## src/rtl/load_store_unit_if.sv

```systemverilog
// Bus bundle between the core datapath, the load/store unit and the data memory.
interface load_store_if;
  // Core request side
  logic        req_valid;
  logic        req_we;
  logic [2:0]  req_funct3;
  logic [31:0] req_addr;
  logic [31:0] req_wdata;
  // Core response side
  logic        stall;
  logic [31:0] load_data;
  logic        load_valid;
  logic        misalign;
  logic        timeout_err;
  // Data memory side
  logic        mem_req;
  logic        mem_we;
  logic [31:0] mem_addr;
  logic [31:0] mem_wdata;
  logic [3:0]  mem_be;
  logic        mem_ack;
  logic [31:0] mem_rdata;

  // Core + memory view: drives requests and memory responses
  modport master (
    output req_valid, req_we, req_funct3, req_addr, req_wdata, mem_ack, mem_rdata,
    input  stall, load_data, load_valid, misalign, timeout_err,
    input  mem_req, mem_we, mem_addr, mem_wdata, mem_be
  );

  // Load/store unit view
  modport slave (
    input  req_valid, req_we, req_funct3, req_addr, req_wdata, mem_ack, mem_rdata,
    output stall, load_data, load_valid, misalign, timeout_err,
    output mem_req, mem_we, mem_addr, mem_wdata, mem_be
  );
endinterface

```

## src/rtl/load_store_unit.sv

```systemverilog
// Load/store unit: aligns RISC-V byte/half/word accesses onto a handshaked
// word-wide data memory, stalls the core until ack or timeout, and returns
// sign/zero-extended load data.
module load_store_unit #(
  parameter int TIMEOUT = 255  // max ACCESS cycles without mem_ack (1..255)
) (
  input  logic         clk,
  input  logic         rst,
  load_store_if.slave  bus
);

  typedef enum logic [1:0] {
    IDLE   = 2'd0,
    ACCESS = 2'd1,
    RESP   = 2'd2
  } state_e;

  localparam logic [7:0] LAST_WAIT = 8'(TIMEOUT - 1);

  state_e      state_q, state_d;
  logic [7:0]  cnt_q, cnt_d;
  logic [31:0] addr_q, addr_d;
  logic        we_q, we_d;
  logic [2:0]  funct3_q, funct3_d;
  logic [31:0] wdata_q, wdata_d;
  logic [31:0] load_data_q, load_data_d;
  logic        load_valid_q, load_valid_d;
  logic        timeout_err_q, timeout_err_d;

  logic        req_legal;
  logic [3:0]  lane_be;
  logic [31:0] lane_wdata;
  logic [31:0] load_ext;
  logic [7:0]  rd_byte;
  logic [15:0] rd_half;

  // Request legality: known funct3 and natural alignment for half/word
  // NOTE: every signal assigned in an always_comb gets a default first, so no
  // path leaves it unassigned and no latch is inferred.
  always_comb begin
    req_legal = 1'b0;
    case (bus.req_funct3)
      3'b000, 3'b100: req_legal = 1'b1;
      3'b001, 3'b101: req_legal = ~bus.req_addr[0];
      3'b010:         req_legal = (bus.req_addr[1:0] == 2'b00);
      default:        req_legal = 1'b0;
    endcase
  end

  // Store lane steering and byte enables from the latched request
  always_comb begin
    lane_be    = 4'b1111;
    lane_wdata = wdata_q;
    if (we_q) begin
      case (funct3_q[1:0])
        2'b00: begin
          lane_be    = 4'b0001 << addr_q[1:0];
          lane_wdata = {4{wdata_q[7:0]}};
        end
        2'b01: begin
          lane_be    = addr_q[1] ? 4'b1100 : 4'b0011;
          lane_wdata = {2{wdata_q[15:0]}};
        end
        default: ;
      endcase
    end
  end

  // Load lane select and sign/zero extension of the returned word
  always_comb begin
    rd_byte  = bus.mem_rdata[{addr_q[1:0], 3'b000} +: 8];
    rd_half  = addr_q[1] ? bus.mem_rdata[31:16] : bus.mem_rdata[15:0];
    load_ext = bus.mem_rdata;
    case (funct3_q)
      3'b000:  load_ext = {{24{rd_byte[7]}}, rd_byte};
      3'b100:  load_ext = {24'h000000, rd_byte};
      3'b001:  load_ext = {{16{rd_half[15]}}, rd_half};
      3'b101:  load_ext = {16'h0000, rd_half};
      default: load_ext = bus.mem_rdata;
    endcase
  end

  // FSM next state, request latching, timeout counting and response flags
  always_comb begin
    state_d       = state_q;
    cnt_d         = cnt_q;
    addr_d        = addr_q;
    we_d          = we_q;
    funct3_d      = funct3_q;
    wdata_d       = wdata_q;
    load_data_d   = load_data_q;
    load_valid_d  = 1'b0;
    timeout_err_d = 1'b0;

    unique case (state_q)
      IDLE: begin
        if (bus.req_valid && req_legal) begin
          addr_d   = bus.req_addr;
          we_d     = bus.req_we;
          funct3_d = bus.req_funct3;
          wdata_d  = bus.req_wdata;
          cnt_d    = 8'd0;
          state_d  = ACCESS;
        end
      end
      ACCESS: begin
        if (bus.mem_ack) begin
          state_d = RESP;
          if (!we_q) begin
            load_data_d  = load_ext;
            load_valid_d = 1'b1;
          end
        end else if (cnt_q == LAST_WAIT) begin
          state_d       = RESP;
          timeout_err_d = 1'b1;
          load_data_d   = 32'h0000_0000;
        end else begin
          cnt_d = cnt_q + 8'd1;
        end
      end
      RESP: begin
        state_d = IDLE;
        cnt_d   = 8'd0;
      end
      default: state_d = IDLE;
    endcase
  end

  // State and datapath registers
  // NOTE: sequential state uses non-blocking assignments so every flop samples
  // its _d value from before the edge, independent of statement order.
  always_ff @(posedge clk or posedge rst) begin
    if (rst) begin
      state_q       <= IDLE;
      cnt_q         <= 8'd0;
      addr_q        <= 32'h0000_0000;
      we_q          <= 1'b0;
      funct3_q      <= 3'b000;
      wdata_q       <= 32'h0000_0000;
      load_data_q   <= 32'h0000_0000;
      load_valid_q  <= 1'b0;
      timeout_err_q <= 1'b0;
    end else begin
      state_q       <= state_d;
      cnt_q         <= cnt_d;
      addr_q        <= addr_d;
      we_q          <= we_d;
      funct3_q      <= funct3_d;
      wdata_q       <= wdata_d;
      load_data_q   <= load_data_d;
      load_valid_q  <= load_valid_d;
      timeout_err_q <= timeout_err_d;
    end
  end

  // Output decode: stall/misalign react to the request in IDLE, memory bus
  // is driven only while ACCESS so it idles at zero
  always_comb begin
    bus.stall       = (state_q == ACCESS) ||
                      ((state_q == IDLE) && bus.req_valid && req_legal);
    bus.misalign    = (state_q == IDLE) && bus.req_valid && !req_legal;
    bus.load_data   = load_data_q;
    bus.load_valid  = load_valid_q;
    bus.timeout_err = timeout_err_q;
    bus.mem_req     = 1'b0;
    bus.mem_we      = 1'b0;
    bus.mem_addr    = 32'h0000_0000;
    bus.mem_wdata   = 32'h0000_0000;
    bus.mem_be      = 4'b0000;
    if (state_q == ACCESS) begin
      bus.mem_req   = 1'b1;
      bus.mem_we    = we_q;
      bus.mem_addr  = {addr_q[31:2], 2'b00};
      bus.mem_wdata = lane_wdata;
      bus.mem_be    = lane_be;
    end
  end

endmodule

```

## src/flat_wrapper.sv

```systemverilog
// flat-port wrapper written by rule: the top's interface ports become plain ports
module load_store_unit_flat 
#(
  parameter int TIMEOUT = 255                                               
)
  (clk, rst, bus_req_valid, bus_req_we, bus_req_funct3, bus_req_addr, bus_req_wdata, bus_mem_ack, bus_mem_rdata, bus_stall, bus_load_data, bus_load_valid, bus_misalign, bus_timeout_err, bus_mem_req, bus_mem_we, bus_mem_addr, bus_mem_wdata, bus_mem_be);
  load_store_if bus_i ();
  input  logic clk;
  input  logic rst;
  input wire logic [$bits(bus_i.req_valid)-1:0] bus_req_valid;
  input wire logic [$bits(bus_i.req_we)-1:0] bus_req_we;
  input wire logic [$bits(bus_i.req_funct3)-1:0] bus_req_funct3;
  input wire logic [$bits(bus_i.req_addr)-1:0] bus_req_addr;
  input wire logic [$bits(bus_i.req_wdata)-1:0] bus_req_wdata;
  input wire logic [$bits(bus_i.mem_ack)-1:0] bus_mem_ack;
  input wire logic [$bits(bus_i.mem_rdata)-1:0] bus_mem_rdata;
  output wire logic [$bits(bus_i.stall)-1:0] bus_stall;
  output wire logic [$bits(bus_i.load_data)-1:0] bus_load_data;
  output wire logic [$bits(bus_i.load_valid)-1:0] bus_load_valid;
  output wire logic [$bits(bus_i.misalign)-1:0] bus_misalign;
  output wire logic [$bits(bus_i.timeout_err)-1:0] bus_timeout_err;
  output wire logic [$bits(bus_i.mem_req)-1:0] bus_mem_req;
  output wire logic [$bits(bus_i.mem_we)-1:0] bus_mem_we;
  output wire logic [$bits(bus_i.mem_addr)-1:0] bus_mem_addr;
  output wire logic [$bits(bus_i.mem_wdata)-1:0] bus_mem_wdata;
  output wire logic [$bits(bus_i.mem_be)-1:0] bus_mem_be;
  assign bus_i.req_valid = bus_req_valid;
  assign bus_i.req_we = bus_req_we;
  assign bus_i.req_funct3 = bus_req_funct3;
  assign bus_i.req_addr = bus_req_addr;
  assign bus_i.req_wdata = bus_req_wdata;
  assign bus_i.mem_ack = bus_mem_ack;
  assign bus_i.mem_rdata = bus_mem_rdata;
  assign bus_stall = bus_i.stall;
  assign bus_load_data = bus_i.load_data;
  assign bus_load_valid = bus_i.load_valid;
  assign bus_misalign = bus_i.misalign;
  assign bus_timeout_err = bus_i.timeout_err;
  assign bus_mem_req = bus_i.mem_req;
  assign bus_mem_we = bus_i.mem_we;
  assign bus_mem_addr = bus_i.mem_addr;
  assign bus_mem_wdata = bus_i.mem_wdata;
  assign bus_mem_be = bus_i.mem_be;
  load_store_unit #(.TIMEOUT(TIMEOUT)) u_core (.clk(clk), .rst(rst), .bus(bus_i));
endmodule
```

## config.mk

```make
export PLATFORM = sky130hd
export DESIGN_NAME = load_store_unit_flat
export DESIGN_NICKNAME = d
export VERILOG_FILES = /design/src/rtl/load_store_unit_if.sv /design/src/rtl/load_store_unit.sv /design/src/flat_wrapper.sv
export SDC_FILE = /design/constraint.sdc
export NUM_CORES = 1
export LEC_CHECK = 0
export CORE_ASPECT_RATIO = 1.1
export CORE_MARGIN = 3
export CORE_UTILIZATION = 39
export CTS_BUF_LIST = sky130_fd_sc_hd__clkbuf_8
export DETAILED_ROUTE_END_ITERATION = 10
export MAX_ROUTING_LAYER = met4
export PLACE_DENSITY_LB_ADDON = 0.08
export SLEW_MARGIN = 30
export SYNTH_ARGS = -nofsm -noshare
export SYNTH_HDL_FRONTEND = slang
export SYNTH_SLANG_ARGS = --single-unit
```

## constraint.sdc

```tcl
create_clock -name clk -period 4.3 [get_ports clk]
set_clock_uncertainty 0.05 [all_clocks]
set_input_delay 1.075 -clock clk [delete_from_list [all_inputs] [get_ports clk]]
set_output_delay 1.075 -clock clk [all_outputs]
set_load 0.05 [all_outputs]
```

# == Word-level counts from Yosys, hierarchy flattened ==
# Cells that the tools add are included.
# word_totals
register_bits,112
latch_bits,0
ram_bits,0
romBits,0
output_inout_bits,106
elab_cells,78
memories,0
# op_classes
add_sub_neg,1
multipliers,0
div,0
order_cmp,0
eq_ne,16
shifts,2
n_mux,30
bitwise,1
reduce_logical,19
# op_table
operator,count
32-bit two-way mux,6
32-bit one-hot mux with 4 select lines,1
32-bit one-hot mux with 2 select lines,1
32-bit by 6-bit indexed part select with 8-bit output,1
8-bit two-way mux,3
8-bit one-hot mux with 3 select lines,1
16-bit two-way mux,1
3-bit == test (second input constant),4
4-bit two-way mux,3
8-bit by 1-bit adder with 8-bit output (second input constant),1
8-bit == test (second input constant),1
1-bit two-way mux,8
4-bit one-hot mux with 2 select lines,1
3-bit by 1-bit == test with 1-bit output (second input constant),2
2-bit zero test,3
3-bit zero test,2
2-bit two-way mux,3
2-bit inequality test (second input constant),3
2-bit by 1-bit == test with 1-bit output (second input constant),2
1-bit logical AND,4
2-bit one-hot mux with 2 select lines,1
2-bit AND reduction,2
4-bit AND reduction,1
2-bit OR reduction,2
12 further kinds,12

# == Longest topological paths before layout ==
# depth
word_depth,6
depth_mapped,7
ltp_nobuf,6

# == Least setup slack after synthesis ==
# Ideal clock, no wire load.
# synth_timing
path_type,input -> output
from,input bus_req_funct3[0]
to,output bus_misalign
arrival_time_ps,2555
setup_slack_ps,620
path_stages,3
n_path_buf,0
cell_sequence,a21oi_1 or2_2 nor3_1
# synth_via
elab_chain_len,5
elab_cells_between_ends,10
classes_between,4 x eq/ne; 1 x mux; 5 x reduce/logical
# synth_lines
element,line,source
from (decl),flat_wrapper.sv:12,input wire logic [$bits(bus_i.req_funct3)-1:0] bus_req_funct3;
"3-bit by 1-bit == test with 1-bit output, or another cell as far along",load_store_unit.sv:42,case (bus.req_funct3)
2-bit OR reduction,load_store_unit.sv:42,
1-bit one-hot mux with 3 select lines (*),load_store_unit.sv:42,
1-bit zero test (*),load_store_unit.sv:161,bus.misalign = (state_q == IDLE) && bus.req_valid && !req_legal;
1-bit logical AND (*),load_store_unit.sv:161,
to (decl),flat_wrapper.sv:20,output wire logic [$bits(bus_i.misalign)-1:0] bus_misalign;
# Every way passes the cells marked *; elsewhere a longest branch is shown, timed or not.

# == Worst setup path after layout ==
# layout_timing
from,register u_core.we_q
to,output bus_mem_wdata[13]
# layout_via
elab_chain_len,2
# layout_lines
element,line,source
from (decl),load_store_unit.sv:23,"logic we_q, we_d;"
from (signal assigned),load_store_unit.sv:147,we_q <= we_d;
32-bit two-way mux,load_store_unit.sv:54,if (we_q) begin
32-bit two-way mux,load_store_unit.sv:170,if (state_q == ACCESS) begin
to (decl),flat_wrapper.sv:25,output wire logic [$bits(bus_i.mem_wdata)-1:0] bus_mem_wdata;
# No other way between the ends.

==> out/results.md <==
| Group | Result | Reported |
|:---|:---|:---|
| yosys | Most frequent cell after synthesis | sky130_fd_sc_hd__dfrtp_1 |
| global routing | Met2 GRT Util | 32.7% |
| sta | Clock period minus worst slack | 3.71 ns |
| global routing | Total overflow reported by the global router | 0 |
| critical path | RR Startpoint | u_core.state_q[1]$_DFFE_PP0P_ |
| finish | Finished Core Util | 57.1% |
| yosys | Cell count after synthesis | 518 |
| power and ir drop | Pwr Density | 596 nW/um2 |
| clock network | Maximum root-to-sink buffer count | 2 |
| sta | Max Slew Vio Count | 0 |
| yosys | Count of flip-flops with a built-in enable after synthesis | 0 |
| die | Placeable Area | 14100 um2 |
| yosys | Yosys warnings | 0 |
| routing | DRT Wirelength | 16.3 mm |
| power and ir drop | Standby leakage power | 3.48 nW |
| clock network | # resized after CTS | 0 |
| finish | Layout Area Growth over Synthesis | 40.5% |
| power and ir drop | Maximum resistive drop on vdd | 0.000228 V |
| global routing | Initial antenna violation count | 0 |
| yosys | Top cells by instance count after synthesis | sky130_fd_sc_hd__dfrtp_1 (112), sky130_fd_sc_hd__mux2_1 (69), sky130_fd_sc_hd__a21oi_1 (47), sky130_fd_sc_hd__and2_1 (40), sky130_fd_sc_hd__o2bb2ai_1 (31) |
| place | Last weighted congestion value of the routability-driven placer | 0.825 |
| global routing | Largest net degree at the start of global routing | 70 |
| critical path | Capturing element type of the critical path | primary output |
| routing | Initial DRT Pass Iterations | 4 |
| global routing | All-layer global routing usage | 20.7% |
| sta | Final period util | 86.3% |
| critical path | Arrival time at the worst endpoint | 2.59 ns |
| critical path | First element of the critical path | u_core.we_q$_DFFE_PP0P_ |
| yosys | Count of state elements after synthesis | 112 |
| clock network | Insertion delay of the later-clocked pin in the worst-skew pair | 0.38 ns |
| sta | Setup repair after global routing missed its margin | no |
| die | Initial core utilization | 40.6% |
| sta | Max frequency | 0.269 GHz |
| yosys | Asr flop ratio synth | 100% |
| yosys | Cell types with the largest area share after synthesis | sky130_fd_sc_hd__dfrtp_1 (49%), sky130_fd_sc_hd__mux2_1 (14%), sky130_fd_sc_hd__o2bb2ai_1 (4.7%) |
| yosys | Part of the Yosys area used for sequential elements | 48.8% |
| sta | Final Setup Violations | 0 |
| die | Overall die height | 133 um |
| die | Cell row count | 45 |
| global routing | Met3 routing resource usage after global routing | 5.22% |
| finish | Count of placed standard cells in the final layout, fillers left out | 902 |
| clock network | Post CTS Setup Buffer Count | 0 |
| place | Cell count after placement | 886 |
| yosys | Main synth FF type | sky130_fd_sc_hd__dfrtp_1 |
| sta | Number of hold violations in the final report | 0 |
| global routing | First-pass GRT wire length | 25.9 mm |
| sta | Normalized max-slew margin | 38.4% |
| global routing | Global-route layer with the greatest usage | met2 |
| finish | Number of nets in the layout | 815 |
| clock network | Buffer type at the clock tree root | sky130_fd_sc_hd__clkbuf_8 |
| yosys | Portion of synthesized cell area occupied by the leading cell type | 48.8% |
| routing | Remaining antenna violation count | 0 |
| status | Status | finished, final reports clean |
| critical path | Critical Path Source Type | flip-flop |
| critical path | Critical Path RT | 3.17 ns |
| global routing | Met1 global-route usage | 26.4% |
| hold path | Critical hold path startpoint | u_core.cnt_q[6]$_DFFE_PP0P_ |
| routing | 1st-iter DRT viols | 227 |
| die | Die W | 122 um |
| finish | Number of antenna cells inserted | 0 |
| power and ir drop | Tot Pwr | 4.81 mW |
| sta | Least-Margin Pin Slew | 0.924 ns |
| yosys | Cell taking the most area after synthesis | sky130_fd_sc_hd__dfrtp_1 |
| clock network | CTS buffer count | 9 |
| routing | Average wire length per cell after detail routing | 18.1 um |
| yosys | Cell area after technology mapping | 5740 um2 |
| place | HPWL reported at the end of detailed placement | 11.9 mm |
| yosys | Syn_area_per_cell | 11.1 um2 |
| hold path | Hold WC Path Type | reg -> reg |
| clock network | Depth of the CTS H-tree | 3 |
| finish | Share of layout cells above drive strength 1 | 15.4% |
| run | Number of maximum-capacitance violations | 0 |
| clock network | Clock transition time at the flip-flop clock pins of the worst setup and hold paths | 0.10 ns |
| clock network | Clock sink count | 112 |
| routing | Via Count | 4690 |
| clock network | Number of buffers inserted by hold repair at cts | 0 |
| sta | Post-route worst hold slack | 0.433 ns |
| global routing | Vias in the first global route | 4861 |
| yosys | Number of library cell types mapped by synthesis | 50 |
| sta | Final setup TNS | 0 ns |
| routing | Vias per std cell | 5.20 |
| die | IO Pins | 210 |
| die | Area of the die | 16200 um2 |
| critical path | Crit Path Max Fanout | 19 |
| clock network | Clock tree from TritonCTS | yes |
| routing | Number of DRC violations after detailed routing | 0 |
| critical path | Critical Setup Path Class | reg -> out |
| place | Number of I/O port buffers | 207 |
[sequential cells by signal (all words and copies together), names as in the netlist]
signal,cells
u_core.bus.timeout_err,1
u_core.cnt_q,8
u_core.we_q,1
u_core.addr_q,32
u_core.wdata_q,32
u_core.bus.load_data,32
u_core.state_q,2
u_core.funct3_q,3
u_core.bus.load_valid,1
[power breakdown]
group	switching (mW)	internal, mW	leakage, nW
Sequential	0.244	1.40	1.37
Clock	0.360	0.341	0.110
Combinational	1.54	0.919	2.00
Total	2.15	2.66	3.48
[metal layers]
metal / part of all wire, % / routed length, um
met1: 43 / 7080
met2: 48 / 7850
met3: 6.9 / 1130
met4: 1.4 / 225
met5: 0 / 0
[critical path: stages (launching register included)]
cell and delay [ns]:
sky130_fd_sc_hd__dfrtp_1 0.48, sky130_fd_sc_hd__nand2b_1 0.45, sky130_fd_sc_hd__nor2_1 0.66, sky130_fd_sc_hd__nand2_1 0.12, sky130_fd_sc_hd__a21oi_1 0.31, sky130_fd_sc_hd__buf_12 0.19
[final timing paths]
path | end | slack [ns] | cells past startpoint
worst min register to register | u_core.cnt_q[6]$_DFFE_PP0P_ | 0.43 | 1
worst min-delay path | u_core.cnt_q[6]$_DFFE_PP0P_ | 0.43 | 1
max in group asynchronous | u_core.bus.load_data[0]$_DFFE_PP0P_ | 2.26 | 3
min in group asynchronous | u_core.addr_q[29]$_DFFE_PP0P_ | 1.10 | 2
worst max-delay path | bus_mem_wdata[13] | 0.59 | 5
worst max register to register | u_core.bus.load_data[7]$_DFFE_PP0P_ | 1.72 | 6
[cell families (layout without fill, tap and decap cells)]
logic type	count (synthesis)	in the layout	share of synthesized area [%]
and+or+nand+nor	138	138	13.7
AOI/OAI and AO/OA	137	137	16.0
DFF	112	112	48.8
muxes	82	82	16.0
buffers and inverters	46	241	4.97
adders and majority gates	2	2	0.436
other	1	2	0.0653
[stage by stage]
stage / instance area (um2) / setup slack, ns
after floorplan: 5750 / 0.216
after global routing: 8070 / 0.462
after detailed placement: 7850 / 0.626
final: 8070 / 0.587
after CTS: 8070 / 0.596
after global placement: 7850 / 0.622
[layout make-up]
| type | count | area [um2] |
|---|---|---|
| well taps | 188 | 235 |
| inverters | 5 | 21.3 |
| clock inverters | 6 | 83.8 |
| flip-flops and latches | 112 | 2800 |
| clock buffers | 10 | 138 |
| fillers | 1232 | 6060 |
| multi-input cells | 361 | 2660 |
| repair buffers | 220 | 2130 |
[placed cells by master, fill, tap and decap left out, drive strengths merged, types with 3 or more instances in the layout]
master,n
nor2,22
nand2b,6
nand3,5
clkbuf,10
o22ai,7
nor3b,3
a211oi,8
mux2,69
a211o,9
o21ai,22
and3b,7
buf,80
clkdlybuf4s50,140
a31oi,3
nor4,4
and2,40
inv,6
mux2i,13
a21oi,48
nor3,3
o2bb2ai,31
or3,8
nand2,28
and3,4
dfrtp,112
Power figures use the tool's default switching activity.
